`config.mk`:
```
export PLATFORM = sky130hd
export DESIGN_NAME = dff_const_pipe_flat
export DESIGN_NICKNAME = d
export VERILOG_FILES = /design/src/rtl/dff_const_pipe_if.sv /design/src/rtl/dff_const_pipe.sv /design/src/flat_wrapper.sv
export SDC_FILE = /design/constraint.sdc
export NUM_CORES = 1
export LEC_CHECK = 0
export ABC_AREA = 1
export ABC_CLOCK_PERIOD_IN_PS = 1050
export BUFFER_PORTS_ARGS = -buffer_cell sky130_fd_sc_hd__buf_2
export CAP_MARGIN = 20
export CORE_MARGIN = 2
export CORE_UTILIZATION = 27
export DETAILED_ROUTE_END_ITERATION = 8
export HOLD_SLACK_MARGIN = 0.08
export PLACE_DENSITY = 0.47
export REMOVE_ABC_BUFFERS = 1
export SYNTH_ARGS = -nofsm -noshare
export SYNTH_HDL_FRONTEND = slang
export SYNTH_SLANG_ARGS = --single-unit
```
`constraint.sdc`:
```
create_clock -name clk -period 1.05 [get_ports clk]
set_input_delay 0.21 -clock clk [delete_from_list [all_inputs] [get_ports clk]]
set_output_delay 0.21 -clock clk [all_outputs]
set_load 0.05 [all_outputs]
```
`src/rtl/dff_const_pipe_if.sv`:
```
// dff_const_pipe_if: shift-control and status bundle for dff_const_pipe.
//   en       shift enable
//   mode     0 = inject the constant, 1 = inject d
//   d        live data word
//   q        last pipeline stage
//   settled  all stages hold the same value
//   run_len  leading-run length (only with DFF_CONST_PIPE_RUNLEN_EN)
// Modports: master drives en/mode/d and observes status; slave is the pipeline.
interface dff_const_pipe_if #(
    parameter int unsigned WIDTH = 4,
    parameter int unsigned DEPTH = 4
);
    localparam int unsigned CNT_W = $clog2(DEPTH + 1);

    logic             en;
    logic             mode;
    logic [WIDTH-1:0] d;
    logic [WIDTH-1:0] q;
    logic             settled;
`ifdef DFF_CONST_PIPE_RUNLEN_EN
    logic [CNT_W-1:0] run_len;
`endif

    modport master (
        output en, mode, d,
        input  q, settled
`ifdef DFF_CONST_PIPE_RUNLEN_EN
        , input run_len
`endif
    );

    modport slave (
        input  en, mode, d,
        output q, settled
`ifdef DFF_CONST_PIPE_RUNLEN_EN
        , output run_len
`endif
    );
endinterface

```
`src/rtl/dff_const_pipe.sv`:
```
// dff_const_pipe: DEPTH-stage, WIDTH-bit register chain fed with either
// CONST_VAL (mode=0) or d (mode=1), with a registered flag showing that the
// whole chain holds one uniform value.
// Ports:
//   clk    rising-edge clock
//   reset  synchronous, active-low reset
//   bus    dff_const_pipe_if.slave (en, mode, d in; q, settled, run_len out)
// Build option: DFF_CONST_PIPE_RUNLEN_EN exposes the run counter on run_len.
module dff_const_pipe #(
    parameter int unsigned           WIDTH     = 4,
    parameter int unsigned           DEPTH     = 4,
    parameter logic [WIDTH-1:0]      RST_VAL   = '0,
    parameter logic [WIDTH-1:0]      CONST_VAL = '1
) (
    input  logic            clk,
    input  logic            reset,
    dff_const_pipe_if.slave bus
);
    localparam int unsigned      CNT_W   = $clog2(DEPTH + 1);
    localparam logic [CNT_W-1:0] DEPTH_C = CNT_W'(DEPTH);
    localparam logic [CNT_W-1:0] ONE_C   = CNT_W'(1);

    logic [WIDTH-1:0] s_q [DEPTH];
    logic [WIDTH-1:0] src;
    logic [CNT_W-1:0] cnt_q, cnt_d;
    logic             settled_q, settled_d;

    // Run counter tracks how many leading stages match s[0]; it grows only
    // while the injected word repeats, saturating at DEPTH.
    always_comb begin
        src       = bus.mode ? bus.d : CONST_VAL;
        cnt_d     = ONE_C;
        settled_d = 1'b0;
        if (src == s_q[0]) begin
            cnt_d = (cnt_q == DEPTH_C) ? DEPTH_C : cnt_q + ONE_C;
        end
        settled_d = (cnt_d == DEPTH_C);
    end

    // Stage 0 and the status flops.
    always_ff @(posedge clk) begin
        if (!reset) begin
            s_q[0]    <= RST_VAL;
            cnt_q     <= DEPTH_C;
            settled_q <= 1'b1;
        end else if (bus.en) begin
            s_q[0]    <= src;
            cnt_q     <= cnt_d;
            settled_q <= settled_d;
        end
    end

    // Remaining stages shift from their predecessor.
    for (genvar g = 1; g < DEPTH; g++) begin : g_stage
        always_ff @(posedge clk) begin
            if (!reset) begin
                s_q[g] <= RST_VAL;
            end else if (bus.en) begin
                s_q[g] <= s_q[g-1];
            end
        end
    end

    assign bus.q       = s_q[DEPTH-1];
    assign bus.settled = settled_q;
`ifdef DFF_CONST_PIPE_RUNLEN_EN
    assign bus.run_len = cnt_q;
`endif
endmodule

```
`src/flat_wrapper.sv`:
```
// flat-port wrapper written by rule: the top's interface ports become plain ports
module dff_const_pipe_flat 
#(
    parameter int unsigned           WIDTH     = 4,
    parameter int unsigned           DEPTH     = 4,
    parameter logic [WIDTH-1:0]      RST_VAL   = '0,
    parameter logic [WIDTH-1:0]      CONST_VAL = '1
)
  (clk, reset, bus_en, bus_mode, bus_d, bus_q, bus_settled);
  dff_const_pipe_if #(.WIDTH(WIDTH), .DEPTH(DEPTH)) bus_i ();
  input  logic clk;
  input  logic reset;
  input wire logic [$bits(bus_i.en)-1:0] bus_en;
  input wire logic [$bits(bus_i.mode)-1:0] bus_mode;
  input wire logic [$bits(bus_i.d)-1:0] bus_d;
  output wire logic [$bits(bus_i.q)-1:0] bus_q;
  output wire logic [$bits(bus_i.settled)-1:0] bus_settled;
  assign bus_i.en = bus_en;
  assign bus_i.mode = bus_mode;
  assign bus_i.d = bus_d;
  assign bus_q = bus_i.q;
  assign bus_settled = bus_i.settled;
  dff_const_pipe #(.WIDTH(WIDTH), .DEPTH(DEPTH), .RST_VAL(RST_VAL), .CONST_VAL(CONST_VAL)) u_core (.clk(clk), .reset(reset), .bus(bus_i));
endmodule
```
Yosys cells after proc, flatten, opt, wreduce, memory -nomap -nowiden
Memories as Yosys holds them, arrays and structs flattened.
Index checks and enable logic that the tools add are counted.
{ "word_totals": {"reg_bits": 4, "mem_bits_rw": 16, "in_bits": 8, "out_inout_bits": 5, "word_cells": 22, "memories": 1} }
{ "classes": {"add_sub_neg": 1, "n_eq_ne": 3, "muxes": 11, "bitwise_logic": 4} }
{ "memory_table": {"columns": ["name", "depth", "width", "rd", "rd_ports_with_merged_regs", "write_ports", "line_no", "source"], "rows": [
  ["u_core.s_q", 4, 4, 4, 0, 4, "dff_const_pipe.sv:23", "logic [WIDTH-1:0] s_q [DEPTH];"]
]} }
{ "op_table": {"columns": ["operator", "n"], "rows": [
  ["$mux W4", 5],
  ["$eq A3 B3 Y1 const B", 2],
  ["$mux W3", 2],
  ["$eq A4 B4 Y1", 1],
  ["$mux W1", 4],
  ["$or A1 B1 Y1", 4],
  ["$add A3 B1 Y3 const B", 1]
]} }

Longest topological paths before layout
Gate-level depths: netlist of run 1.
{ "logic_depth": {"depth_word": 4, "ltp_mapped": 8, "mapped_depth_nobuf": 8} }

Worst setup path after synthesis of run 1
Ideal clock, no wire load.
{ "synth_timing": {"path_type": "input to register", "startpoint": "input port bus_en", "endpoint": "register u_core.settled_q, in the netlist u_core.bus.settled", "setup_time_ps": 123, "arrival_time_ps": 912, "t_required_ps": 927, "slack_ps": 15, "stages": 4, "path_buffers": 0, "cell_sequence": "inv_1 nand2_1 o211ai_1 a21oi_1"} }
{ "synth_rtl": {"columns": ["item", "line_no", "source"], "rows": [
  ["start, declared", "flat_wrapper.sv:13", "input wire logic [$bits(bus_i.en)-1:0] bus_en;"],
  ["end signal, assigned", "dff_const_pipe.sv:49", "settled_q <= settled_d;"],
  ["end, declared", "dff_const_pipe.sv:26", "logic settled_q, settled_d;"]
]} }

==> metrics.md, run 1 <==
| Metric | Value |
|---|---|
| Buffer levels on the longest clock path | `2` |
| Post-route worst hold slack | `just under 0.2 ns` |
| Drc violations | `0` |
| F_max | `~900 MHz` |
| Post-detailed-placement cell area | `approximately 1100 um2` |
| Depth of the worst register-to-register path | `5` |
| Cell with the most instances after synthesis | `sky130_fd_sc_hd__nand2_1` |
| Final period demand of the worst path | `between 1 and 1.5 ns` |
| Sinks on Clock Net | `20` |
| Required time of the critical path | `between 0.8 and 0.9 ns` |
| Number of synthesized flops with an enable pin | `16` |
| Total Die Area | `about 4000 um2` |
| Path class of the lowest-slack min-delay path | `in2reg` |
| Number of I/O port buffers | `12` |
| Layout-stage area growth over the synthesis result | `27.9%` |
| Avg Cell Area, Syn | `just over 9 um2` |
| Root Buffer Master | `sky130_fd_sc_hd__clkbuf_4` |
| Number of top-level pins | `13` |
| Antenna violations before repair | `0` |
| Clk pin slew, worst setup/hold paths | `0.12 ns` |
| Worst VDD drop | `approximately 0.65 mV` |
| Count of H-tree levels built during CTS | `1` |
| Number of non-filler instances in the completed layout | `160` |
| Chip width | `approximately 63 um` |
| Nets | `125` |
| Effective utilization at floorplan | `about 28%` |
| Sort of element at the end of the critical path | `primary output` |
| Detailed Place HPWL | `1040 um` |
| Launch instance of the worst register-to-register path | `u_core.s_q[0][3]$_SDFFCE_PN0P_` |
| Portion of synthesized cell area occupied by the leading cell type | `about half` |
| Max-cap violations | `0` |
| Die height | `about 63 um` |
| Standard-cell row count | `21` |
| Number of global-route vias before repair | `around 600` |
| Number of slew-limit violations in the final report | `0` |
| Unrepaired setup endpoints after global routing | `true` |
| CP max stage delay | `0.41 ns` |
| CP cell instances | `buf_6` |
| Sequential area share after synthesis | `approximately 59%` |
| Number of failing hold endpoints at the final stage | `0` |
| Worst-margin pin slew | `0.200 ns` |
| Post-route antenna net violation count | `0` |
| Violations in the final reports | `setup timing` |
| Maximum clock skew at final layout | `around 0.0070 ns` |
| Detailed-routing iteration count for the pre-antenna-repair pass | `4` |
| Pin count of the biggest net entering global routing | `17` |
| Synth top area cells | `sky130_fd_sc_hd__edfxtp_1 51%, sky130_fd_sc_hd__dfxtp_1 8.5%, sky130_fd_sc_hd__nand2_1 7.2%` |
| Post-route cell area | `1200 um2` |
| Critical path origin | `u_core.s_q[1][4]$_SDFFCE_PN0P_` |
| Worst setup path class | `reg2out` |
| Area of the core | `around 3300 um2` |
| Global-route wire length before repair | `2570 um` |
| Clock network latency to the later pin of the worst-skew pair | `about 0.30 ns` |
| Gate count of the mapped netlist | `roughly 100` |
| WL per Instance | `9.91 um` |
| Leading post-synthesis cells by instance count | `18 x sky130_fd_sc_hd__nand2_1, 17 x sky130_fd_sc_hd__inv_1, 16 x sky130_fd_sc_hd__edfxtp_1, 15 x sky130_fd_sc_hd__nor2_1, 7 x sky130_fd_sc_hd__nand3_1` |
| Total grt overflow | `0` |
| # fillers | `approximately 360` |
| Combined area of all synthesized cells | `~940 um2` |
| Flip-flop cell with the highest count after synthesis | `sky130_fd_sc_hd__edfxtp_1` |
| Final number of setup-violating endpoints | `5` |
| Total instance count after detailed placement | `roughly 160` |
| Kind of cell adding the most delay to the critical path | `flip-flops` |
| Final antenna diode count | `0` |
| Remaining max-slew budget at the tightest pin | `86.6%` |
| Summed negative setup slack over all endpoints | `-0.146 ns` |
| Synth cell types | `19` |
| Outcome | `complete, but fails checks` |
| Crit path buf inv count | `1` |
| Power after layout | `0.00187 W` |
| FFs w/ async S/R, synth | `0%` |
| Hold endpoint | `u_core.cnt_q[0]$_SDFFE_PN0P_` |
| Destination of the worst register-to-register timing path | `u_core.bus.settled$_SDFFE_PN1P_` |
| Initial drt markers | `38` |
| Global-route usage over all layers | `8.49%` |
| Dominant cell type by area after synthesis | `sky130_fd_sc_hd__edfxtp_1` |
| Data arrival at the endpoint of the critical path | `roughly 0.88 ns` |
| Launching element type of the critical path | `flip-flop` |
| Proportion of layout cells with a drive suffix above 1 | `a little under two fifths` |
| Final Wtd Congestion | `0.805` |
| Ys Warns | `0` |
| Power density over the cells | `between 1500 and 2000 nW/um2` |
| Worst Path Max Fanout | `1` |
| Routed via count | `about 650` |
| Hold Path Stages | `3` |
| Min-delay src | `reset` |
| PnR worst setup slack | `-0.0415 ns` |
| Avg Vias per Cell | `approximately 4.0` |
| Cts bufs inserted | `3` |
| TritonCTS clock tree | `built` |
| Leakage Power | `slightly above 0.5 nW` |
| Share of the clock period used by the worst path | `104%` |
| Total detailed-routing wirelength | `around 1600 um` |
| #FFs+latches synth | `20` |
| R2R Setup Slk | `-0.01 ns` |
| Worst-path cell with the longest stage delay | `sky130_fd_sc_hd__edfxtp_1` |
[worst reg2reg max path, cell delays in order (launching register included)]
cell	delay [ns]
sky130_fd_sc_hd__edfxtp_1	0.40
sky130_fd_sc_hd__nand3_1	0.09
sky130_fd_sc_hd__nand2_1	0.07
sky130_fd_sc_hd__nor2_2	0.17
sky130_fd_sc_hd__nand3_2	0.12
sky130_fd_sc_hd__a21oi_2	0.15
[registers in the layout (all words and copies together), names as in the netlist]
| register | flops |
|---|---|
| u_core.s_q | 16 |
| u_core.bus.settled | 1 |
| u_core.cnt_q | 3 |
[timing repair]
action                                  in CTS  in global routing
endpoints found under the setup margin       7                  9
hold buffers                                 0                  0
buffers inserted                             0                  0
resized for setup                           12                 16
pin swaps                                    2                  6
[where the power goes]
group	switching (W)	internal (W)	total, W	leakage [nW]
combinational	0.000182	0.000117	0.000299	0.281
clock	0.000239	0.000386	0.000625	0.0279
sequential	0.0000313	0.000918	0.000950	0.210
total	0.000452	0.00142	0.00187	0.519
[routing by layer]
layer	track usage, %	up-vias	wire, um
li1	-	336	-
met1	8.84	296	683
met2	15.0	11	803
met3	4.11	2	86
met4	2.50	0	13
met5	0	-	0
[worst max path at each step]
stage	endpoint	slack, ns	cells after the start
2_1_floorplan	u_core.bus.settled$_SDFFE_PN1P_	0.01	4
5_1_grt	bus_q[1]	-0.1	1
3_3_place_gp	u_core.bus.settled$_SDFFE_PN1P_	-0.009	5
6_report	bus_q[0]	-0.04	1
3_5_place_dp	u_core.bus.settled$_SDFFE_PN1P_	-0.04	5
4_1_cts	bus_q[2]	-0.05	1
[metrics by stage]
step / util, % / setup slack, ns
after detailed placement: 31.8 / -0.0367
final: 36.1 / -0.0415
after global routing: 36.1 / -0.0959
after CTS: 34.4 / -0.0467
after floorplan: - / 0.0146
after global placement: 31.8 / -0.00947
[cells by family after synthesis]
| logic type | after synthesis | share of synthesized area, % |
|---|---|---|
| AND/OR/NAND/NOR | 44 | 19.5 |
| buffers and inverters | 27 | 13.3 |
| flip-flops | 20 | 59.5 |
| AO/OA/AOI/OAI | 7 | 4.12 |
| adder cells (fa/ha/maj) | 2 | 2.66 |
| XOR/XNOR | 1 | 0.930 |
[area by class of cell]
type	count	area, um2	area share (%)
flip-flops and latches	20	564	46.8
inverters	21	80.1	6.65
clock buffers	3	22.5	1.87
well taps	46	57.6	4.78
repair buffers	15	139	11.5
clock inverters	1	30.0	2.49
multi-input cells	54	312	25.9
[layout by cell type, fill, tap and decap left out, types with 3 or more instances in the layout]
master,Yosys,final
sky130_fd_sc_hd__buf_6,1,5
sky130_fd_sc_hd__inv_2,2,5
sky130_fd_sc_hd__a21oi_1,5,4
sky130_fd_sc_hd__dfxtp_2,0,3
sky130_fd_sc_hd__nand3_1,7,4
sky130_fd_sc_hd__nand2_1,18,14
sky130_fd_sc_hd__nor2_1,15,15
sky130_fd_sc_hd__buf_2,0,7
sky130_fd_sc_hd__nand3_2,0,3
sky130_fd_sc_hd__edfxtp_1,16,16
sky130_fd_sc_hd__inv_1,17,14
sky130_fd_sc_hd__clkbuf_4,0,3
sky130_fd_sc_hd__nand2_2,2,5
Note: power is estimated with default switching activity, not from simulation.
==> inputs of run 2 (changes only) <==
--- a/constraint.sdc
+++ b/constraint.sdc
@@ -3,2 +3,2 @@
 set_output_delay 0.21 -clock clk [all_outputs]
-set_load 0.05 [all_outputs]
+set_load 0.005 [all_outputs]
==> run 2 against run 1 <==
Effect of this change:
- clock power hardly changed
- sequential power fell by 0.7%
- combinational power fell by 26%
- maximum frequency increased by 1.5%
- non-clock buffer count is the same
- the run still ends with setup timing left
- power decreased by 4.4%
- clock skew fell by 0.0029 ns
- largest power group unchanged
- wire length decreased by 3.4%
- count of clock-buffer cells in the layout stayed put
==> metrics.md, run 2 (synthesis results as in run 1) <==
| Metric | Value |
|---|---|
| Total detailed-routing wirelength | `1530 um (was 1590 um)` |
| Worst-margin pin slew | `0.214 ns (was 0.200 ns)` |
| Routed via count | `646 (was 645)` |
| Share of the clock period used by the worst path | `102% (was 104%)` |
| Sort of element at the end of the critical path | `flip-flop (was primary output)` |
| Number of slew-limit violations in the final report | `0 (unchanged)` |
| Part of the total power dissipated in combinational logic | `12.4% (was 15.9%)` |
| Most frequent cells in the layout | `16 x sky130_fd_sc_hd__edfxtp_1, 15 x sky130_fd_sc_hd__nand2_1, 15 x sky130_fd_sc_hd__nor2_1 (was 16 x sky130_fd_sc_hd__edfxtp_1, 15 x sky130_fd_sc_hd__nor2_1, 14 x sky130_fd_sc_hd__inv_1, 14 x sky130_fd_sc_hd__nand2_1, 7 x sky130_fd_sc_hd__buf_2)` |
| Chip width | `63.1 um (unchanged)` |
| Effective utilization at floorplan | `28.2% (unchanged)` |
| Total instance count after detailed placement | `156 (unchanged)` |
| Final antenna diode count | `0 (unchanged)` |
| Power density over the cells | `1540 nW/um2 (was 1550 nW/um2)` |
| Maximum clock skew at final layout | `0.00408 ns (was 0.00697 ns)` |
| Count of H-tree levels built during CTS | `1 (unchanged)` |
| Max-cap violations | `0 (unchanged)` |
| Worst setup path class | `reg2reg (was reg2out)` |
| R2R Setup Slk | `-0.03 ns (was -0.01 ns)` |
| WL per Instance | `9.58 um (was 9.91 um)` |
| Global-route usage over all layers | `8.00% (was 8.49%)` |
| Leading cell type in the layout, fill and taps excluded | `sky130_fd_sc_hd__edfxtp_1 (unchanged)` |
| Avg Vias per Cell | `4.04 (was 4.03)` |
| Net Sw Frac | `22.1% (was 24.1%)` |
| PnR worst setup slack | `-0.0251 ns (was -0.0415 ns)` |
| Clk pin slew, worst setup/hold paths | `0.11 ns (was 0.12 ns)` |
| Cell Int Power | `0.00140 W (was 0.00142 W)` |
| Post-route antenna net violation count | `0 (unchanged)` |
| Worst Path Max Fanout | `3 (was 1)` |
| # fillers | `360 (was 359)` |
| Largest register FFs | `16 (unchanged)` |
| Initial drt markers | `25 (was 38)` |
| Proportion of layout cells with a drive suffix above 1 | `35.1% (was 37.7%)` |
| Remaining max-slew budget at the tightest pin | `85.7% (was 86.6%)` |
| Unrepaired setup endpoints after global routing | `true (unchanged)` |
| Standard-cell row count | `21 (unchanged)` |
| Number of top-level pins | `13 (unchanged)` |
| Outcome | `complete, but fails checks (unchanged)` |
| Total Die Area | `3980 um2 (unchanged)` |
| Area of the multi-input gates | `303 um2 (was 312 um2)` |
| Sequential cell area | `563 um2 (was 564 um2)` |
| Summed negative setup slack over all endpoints | `-0.0251 ns (was -0.146 ns)` |
| Final number of setup-violating endpoints | `1 (was 5)` |
| Pre-CTS setup slack | `-0.0367 ns (unchanged)` |
| Required time of the critical path | `1.25 ns (was 0.84 ns)` |
| Buffer levels on the longest clock path | `2 (unchanged)` |
| Number of non-filler instances in the completed layout | `160 (unchanged)` |
| TritonCTS clock tree | `built (unchanged)` |
| F_max | `930 MHz (was 916 MHz)` |
| Violations in the final reports | `setup timing (unchanged)` |
| Power after layout | `0.00179 W (was 0.00187 W)` |
| Area of the core | `3340 um2 (unchanged)` |
| Layout-stage area growth over the synthesis result | `23.5% (was 27.9%)` |
| Antenna violations before repair | `0 (unchanged)` |
| Final period demand of the worst path | `1.08 ns (was 1.09 ns)` |
| Number of I/O port buffers | `12 (unchanged)` |
| Sinks on Clock Net | `20 (unchanged)` |
| Number of failing hold endpoints at the final stage | `0 (unchanged)` |
| Drc violations | `0 (unchanged)` |
| Path class of the lowest-slack min-delay path | `in2reg (unchanged)` |
| Die height | `63.1 um (unchanged)` |
| Cts bufs inserted | `3 (unchanged)` |
| Nets | `125 (unchanged)` |
| Total grt overflow | `0 (unchanged)` |
| Detailed-routing iteration count for the pre-antenna-repair pass | `4 (unchanged)` |
| Number of buffers added for setup after CTS | `0 (unchanged)` |
| Final Wtd Congestion | `0.805 (unchanged)` |
| Data arrival at the endpoint of the critical path | `1.27 ns (was 0.88 ns)` |
| Share of total power in the clock network | `35.0% (was 33.4%)` |
| Launching element type of the critical path | `flip-flop (unchanged)` |
| Root Buffer Master | `sky130_fd_sc_hd__clkbuf_4 (unchanged)` |
| Global-route wire length before repair | `2430 um (was 2570 um)` |
| Top register by number of flip-flops | `u_core.s_q (unchanged)` |
| Worst VDD drop | `0.650 mV (was 0.648 mV)` |
| Clock network latency to the later pin of the worst-skew pair | `0.30 ns (about the same)` |
| Detailed Place HPWL | `1040 um (unchanged)` |
| Pin count of the biggest net entering global routing | `17 (unchanged)` |
| Number of global-route vias before repair | `557 (was 590)` |
| Switching power | `0.000395 W (was 0.000452 W)` |
| Sequential fraction of design power | `52.7% (was 50.7%)` |
| Leakage Power | `0.509 nW (was 0.519 nW)` |
run 2: cell counts in the layout (fill, tap and decap cells not counted):
No cell type changed its count.
run 2: stage by stage:
step                      util (%)  hold WS, ns  area (um2)
after detailed placement      31.8        0.511        1060
after global routing          34.9        0.204        1160
after CTS                     33.5        0.188        1120
after global placement        31.8        0.505        1060
after floorplan                  -        0.368         897
final                         34.9        0.197        1160
run 2: path summary, 6_finish.rpt:
path / start / end / cells after the start
max: u_core.cnt_q[0]$_SDFFE_PN0P_ / u_core.bus.settled$_SDFFE_PN1P_ / 6
min reg2reg: u_core.cnt_q[2]$_SDFFE_PN1P_ / u_core.cnt_q[2]$_SDFFE_PN1P_ / 2
min: reset / u_core.cnt_q[0]$_SDFFE_PN0P_ / 3
max reg2reg: u_core.cnt_q[0]$_SDFFE_PN0P_ / u_core.bus.settled$_SDFFE_PN1P_ / 6
run 2: area by class of cell:
class,count,area share (%)
Clock buffer,3,1.94
Tap cell,46,4.95
Sequential cell,20,48.4
Clock inverter,1,2.58
Multi-Input combinational cell,54,26.0
Timing Repair Buffer,15,9.25
Inverter,21,6.88
run 2: what timing repair did:
action | 4_1_cts | 5_1_grt
hold buffers | 0 | 0
hold endpoints to repair | 0 | 0
endpoints found under the setup margin | 2 | 8
resized for setup | 2 | 13
pin swaps | 2 | 8
gates cloned | 0 | 0
run 2: power groups by stage:
stage	clock network, W	registers, W	logic [W]
floorplan	0	0.000955	0.000110
global placement	0	0.000957	0.000192
detailed placement	0	0.000957	0.000194
CTS	0.000655	0.000940	0.000195
global route	0.000696	0.000947	0.000253
finish	0.000626	0.000943	0.000222
run 2: critical path, cell delays in order (launching register included):
cell and delay [ns]:
sky130_fd_sc_hd__dfxtp_2 0.38, sky130_fd_sc_hd__inv_2 0.07, sky130_fd_sc_hd__ha_4 0.15, sky130_fd_sc_hd__nand2_1 0.10
sky130_fd_sc_hd__nand3_2 0.10, sky130_fd_sc_hd__o211ai_1 0.12, sky130_fd_sc_hd__a21oi_2 0.05
run 2: metal layers:
metal,wire length [um],vias up,GRT usage [%]
met5,0,-,0
met4,13,0,2.50
met3,88,2,4.11
met2,749,11,13.6
met1,681,294,8.62
li1,-,339,-
==> inputs of run 3 (changes only) <==
ABC_AREA = unset   (was 1)
MAX_ROUTING_LAYER = met4   (was unset)
==> run 3 against run 2 <==
Effect of this change:
- wire length up 9.8%
- the run still ends with setup timing left
- power is 15% lower
- setup slack got worse by 0.50 ns
- final area is 1.6% higher
- register-to-register slack lost 0.50 ns
- critical endpoint is now u_core.cnt_q[0]$_SDFFE_PN0P_
- die area is 1.6% higher
- area after synthesis grew 1.7%
- clock power is 40% lower
- critical path depth shrank 2
- critical path type unchanged
==> metrics.md, run 3 <==
| Metric | Value |
|---|---|
| Summed negative setup slack over all endpoints | `-1.87 ns (was -0.0251 ns)` |
| Outcome | `complete, but fails checks (unchanged)` |
| Final antenna diode count | `0 (unchanged)` |
| Number of global-route vias before repair | `628 (was 557)` |
| Die height | `63.6 um (was 63.1 um)` |
| Number of I/O port buffers | `12 (unchanged)` |
| TritonCTS clock tree | `built (unchanged)` |
| Data arrival at the endpoint of the critical path | `1.77 ns (was 1.27 ns)` |
| Required time of the critical path | `1.24 ns (was 1.25 ns)` |
| Launch instance of the worst register-to-register path | `u_core.s_q[0][0]$_SDFFCE_PN0P_ (was u_core.cnt_q[0]$_SDFFE_PN0P_)` |
| Combined area of all synthesized cells | `958 um2 (was 942 um2)` |
| Effective utilization at floorplan | `28.5% (was 28.2%)` |
| Flip-flop cell with the highest count after synthesis | `sky130_fd_sc_hd__edfxtp_1 (unchanged)` |
| Power after layout | `0.00152 W (was 0.00179 W)` |
| #FFs+latches synth | `20 (unchanged)` |
| Portion of synthesized cell area occupied by the leading cell type | `50.1% (was 51.0%)` |
| Total Die Area | `4040 um2 (was 3980 um2)` |
| Hold endpoint | `u_core.s_q[0][3]$_SDFFCE_PN0P_ (was u_core.cnt_q[0]$_SDFFE_PN0P_)` |
| Cts bufs inserted | `3 (unchanged)` |
| Antenna violations before repair | `0 (unchanged)` |
| Cell with the most instances after synthesis | `sky130_fd_sc_hd__edfxtp_1 (was sky130_fd_sc_hd__nand2_1)` |
| Leakage Power | `0.539 nW (was 0.509 nW)` |
| Number of failing hold endpoints at the final stage | `0 (unchanged)` |
| Total detailed-routing wirelength | `1680 um (was 1530 um)` |
| Destination of the worst register-to-register timing path | `u_core.cnt_q[0]$_SDFFE_PN0P_ (was u_core.bus.settled$_SDFFE_PN1P_)` |
| Global-route usage over all layers | `9.52% (was 8.00%)` |
| Ys Warns | `0 (unchanged)` |
| R2R Setup Slk | `-0.52 ns (was -0.03 ns)` |
| Unrepaired setup endpoints after global routing | `true (unchanged)` |
| Chip width | `63.6 um (was 63.1 um)` |
| Detailed-routing iteration count for the pre-antenna-repair pass | `4 (unchanged)` |
| Synth cell types | `24 (was 19)` |
| Global-route wire length before repair | `2910 um (was 2430 um)` |
| Clock network latency to the later pin of the worst-skew pair | `0.30 ns (about the same)` |
| WL per Instance | `10.9 um (was 9.58 um)` |
| Clk pin slew, worst setup/hold paths | `0.11 ns (about the same)` |
| Worst setup path class | `reg2reg (unchanged)` |
| Power density over the cells | `1280 nW/um2 (was 1540 nW/um2)` |
| Routed via count | `653 (was 646)` |
| Layout-stage area growth over the synthesis result | `23.4% (was 23.5%)` |
| Proportion of layout cells with a drive suffix above 1 | `30.6% (was 35.1%)` |
| Area of the core | `3360 um2 (was 3340 um2)` |
| Path class of the lowest-slack min-delay path | `in2reg (unchanged)` |
| Max-cap violations | `0 (unchanged)` |
| Depth of the worst register-to-register path | `4 (was 6)` |
| Avg Vias per Cell | `4.24 (was 4.04)` |
| Largest register FFs | `16 (unchanged)` |
| FFs w/ async S/R, synth | `0% (unchanged)` |
| Worst VDD drop | `0.693 mV (was 0.650 mV)` |
| Number of top-level pins | `13 (unchanged)` |
| Nets | `119 (was 125)` |
| F_max | `636 MHz (was 930 MHz)` |
| Leading post-synthesis cells by instance count | `16 x sky130_fd_sc_hd__edfxtp_1, 12 x sky130_fd_sc_hd__and3_1, 8 x sky130_fd_sc_hd__inv_1 (was 18 x sky130_fd_sc_hd__nand2_1, 17 x sky130_fd_sc_hd__inv_1, 16 x sky130_fd_sc_hd__edfxtp_1, 15 x sky130_fd_sc_hd__nor2_1, 7 x sky130_fd_sc_hd__nand3_1)` |
| Number of slew-limit violations in the final report | `0 (unchanged)` |
| Post-route worst hold slack | `0.285 ns (was 0.197 ns)` |
| Worst-margin pin slew | `0.220 ns (was 0.214 ns)` |
| Share of the clock period used by the worst path | `150% (was 102%)` |
| Drc violations | `0 (unchanged)` |
| Dominant cell type by area after synthesis | `sky130_fd_sc_hd__edfxtp_1 (unchanged)` |
| Root Buffer Master | `sky130_fd_sc_hd__clkbuf_4 (unchanged)` |
| Initial drt markers | `15 (was 25)` |
| Sequential area share after synthesis | `58.5% (was 59.5%)` |
| Maximum clock skew at final layout | `0.0141 ns (was 0.00408 ns)` |
| Worst Path Max Fanout | `4 (was 3)` |
| Buffer levels on the longest clock path | `2 (unchanged)` |
| Most frequent cells in the layout | `16 x sky130_fd_sc_hd__buf_4, 16 x sky130_fd_sc_hd__edfxtp_1, 12 x sky130_fd_sc_hd__and3_1, 12 x sky130_fd_sc_hd__buf_2, 8 x sky130_fd_sc_hd__inv_1 (was 16 x sky130_fd_sc_hd__edfxtp_1, 15 x sky130_fd_sc_hd__nand2_1, 15 x sky130_fd_sc_hd__nor2_1)` |
| Final number of setup-violating endpoints | `4 (was 1)` |
| Sort of element at the end of the critical path | `flip-flop (unchanged)` |
| Avg Cell Area, Syn | `11.5 um2 (was 9.33 um2)` |
| Post-route cell area | `1180 um2 (was 1160 um2)` |
| PnR worst setup slack | `-0.524 ns (was -0.0251 ns)` |
| Sinks on Clock Net | `20 (unchanged)` |
| Gate count of the mapped netlist | `83 (was 101)` |
| Total grt overflow | `0 (unchanged)` |
| Final Wtd Congestion | `0.783 (was 0.805)` |
| Violations in the final reports | `setup timing (unchanged)` |
| Pin count of the biggest net entering global routing | `17 (unchanged)` |
| Post-route antenna net violation count | `0 (unchanged)` |
| Pre-CTS setup slack | `-0.532 ns (was -0.0367 ns)` |
| Standard-cell row count | `21 (unchanged)` |
| Number of synthesized flops with an enable pin | `16 (unchanged)` |
| Synth top area cells | `sky130_fd_sc_hd__edfxtp_1 50%, sky130_fd_sc_hd__dfxtp_1 8.4%, sky130_fd_sc_hd__and3_1 7.8% (was sky130_fd_sc_hd__edfxtp_1 51%, sky130_fd_sc_hd__dfxtp_1 8.5%, sky130_fd_sc_hd__nand2_1 7.2%)` |
| Top register by number of flip-flops | `u_core.s_q (unchanged)` |
| Hold Path Stages | `3 (unchanged)` |
| Count of H-tree levels built during CTS | `1 (unchanged)` |
| Detailed Place HPWL | `1220 um (was 1040 um)` |
| Post-detailed-placement cell area | `1150 um2 (was 1060 um2)` |
| Launching element type of the critical path | `flip-flop (unchanged)` |
| Min-delay src | `bus_d[3] (was reset)` |
| Remaining max-slew budget at the tightest pin | `85.3% (was 85.7%)` |
| Final period demand of the worst path | `1.57 ns (was 1.08 ns)` |
==> run 3: changes by cell type in the layout (fill, tap and decap cells not counted), sizes merged, moves of 2 or more <==
cell    previous run  this run
nor2              17         0
nand2             20         4
buf               15        28
and3               0        12
inv               19         9
nand3              7         2
nand3b             0         3
nor3b              0         3
and2               0         2
o211ai             1         3
o21ai              0         2
o221ai             0         2
==> run 3: area by class of cell <==
type,count,area [um2]
clock buffers,3,22.5
clock inverters,1,3.75
inverters,9,33.8
multi-input cells,47,324
fillers,374,2180
repair buffers,28,180
well taps,46,57.6
flip-flops and latches,20,561
==> run 3: where the power goes <==
group          switching [W]  internal, W  total [W]  leakage, nW
Combinational      0.0000981     0.000109   0.000207        0.315
Clock               0.000239     0.000138   0.000377       0.0154
Sequential         0.0000231     0.000911   0.000935        0.209
==> run 3: stage by stage <==
stage | utilization [%] | instances
finish | 35.2 | 154
global route | 35.2 | 154
CTS | 35.2 | 154
detailed placement | 34.3 | 150
global placement | 34.3 | 150
floorplan | - | 76
==> run 3: what timing repair did <==
item,CTS,global route
setup endpoints to repair,5,7
gates resized for setup,1,0
buffers inserted,0,0
gates cloned,0,0
pin swaps,2,0
hold buffers,0,0
==> run 3: cells by family (layout without fill, tap and decap cells) <==
kind of cell    Yosys count  after routing  synth area share (%)
simple gates             28             28                  17.9
flops                    20             20                  58.5
buf+inv                  16             41                  7.83
compound gates           14             14                  10.4
xor+xnor                  3              3                  2.74
fa+ha+maj                 2              2                  2.61
==> run 3: worst max path at each step <==
stage,from,slack [ns],to
4_1_cts,u_core.s_q[0][0]$_SDFFCE_PN0P_,-0.53,u_core.cnt_q[0]$_SDFFE_PN0P_
2_1_floorplan,u_core.s_q[0][0]$_SDFFCE_PN0P_,-0.53,u_core.cnt_q[0]$_SDFFE_PN0P_
6_report,u_core.s_q[0][0]$_SDFFCE_PN0P_,-0.52,u_core.cnt_q[0]$_SDFFE_PN0P_
3_3_place_gp,u_core.s_q[0][0]$_SDFFCE_PN0P_,-0.52,u_core.cnt_q[0]$_SDFFE_PN0P_
5_1_grt,u_core.s_q[0][0]$_SDFFCE_PN0P_,-0.60,u_core.cnt_q[0]$_SDFFE_PN0P_
3_5_place_dp,u_core.s_q[0][0]$_SDFFCE_PN0P_,-0.53,u_core.cnt_q[0]$_SDFFE_PN0P_
==> run 3: routing by layer <==
layer / vias to the layer above / GRT usage (%) / part of all wire (%)
li1: 352 / - / -
met1: 288 / 13.0 / 52
met2: 11 / 13.4 / 43
met3: 2 / 2.32 / 3.9
met4: 0 / 4.08 / 0.71
met5: - / - / 0
==> run 3: worst max-delay path, stage by stage, from the launching register on <==
cell and delay (ns):
sky130_fd_sc_hd__edfxtp_1 0.41, sky130_fd_sc_hd__xor2_1 0.15, sky130_fd_sc_hd__or4_1 0.39, sky130_fd_sc_hd__a32o_2 0.31
sky130_fd_sc_hd__o221a_1 0.22
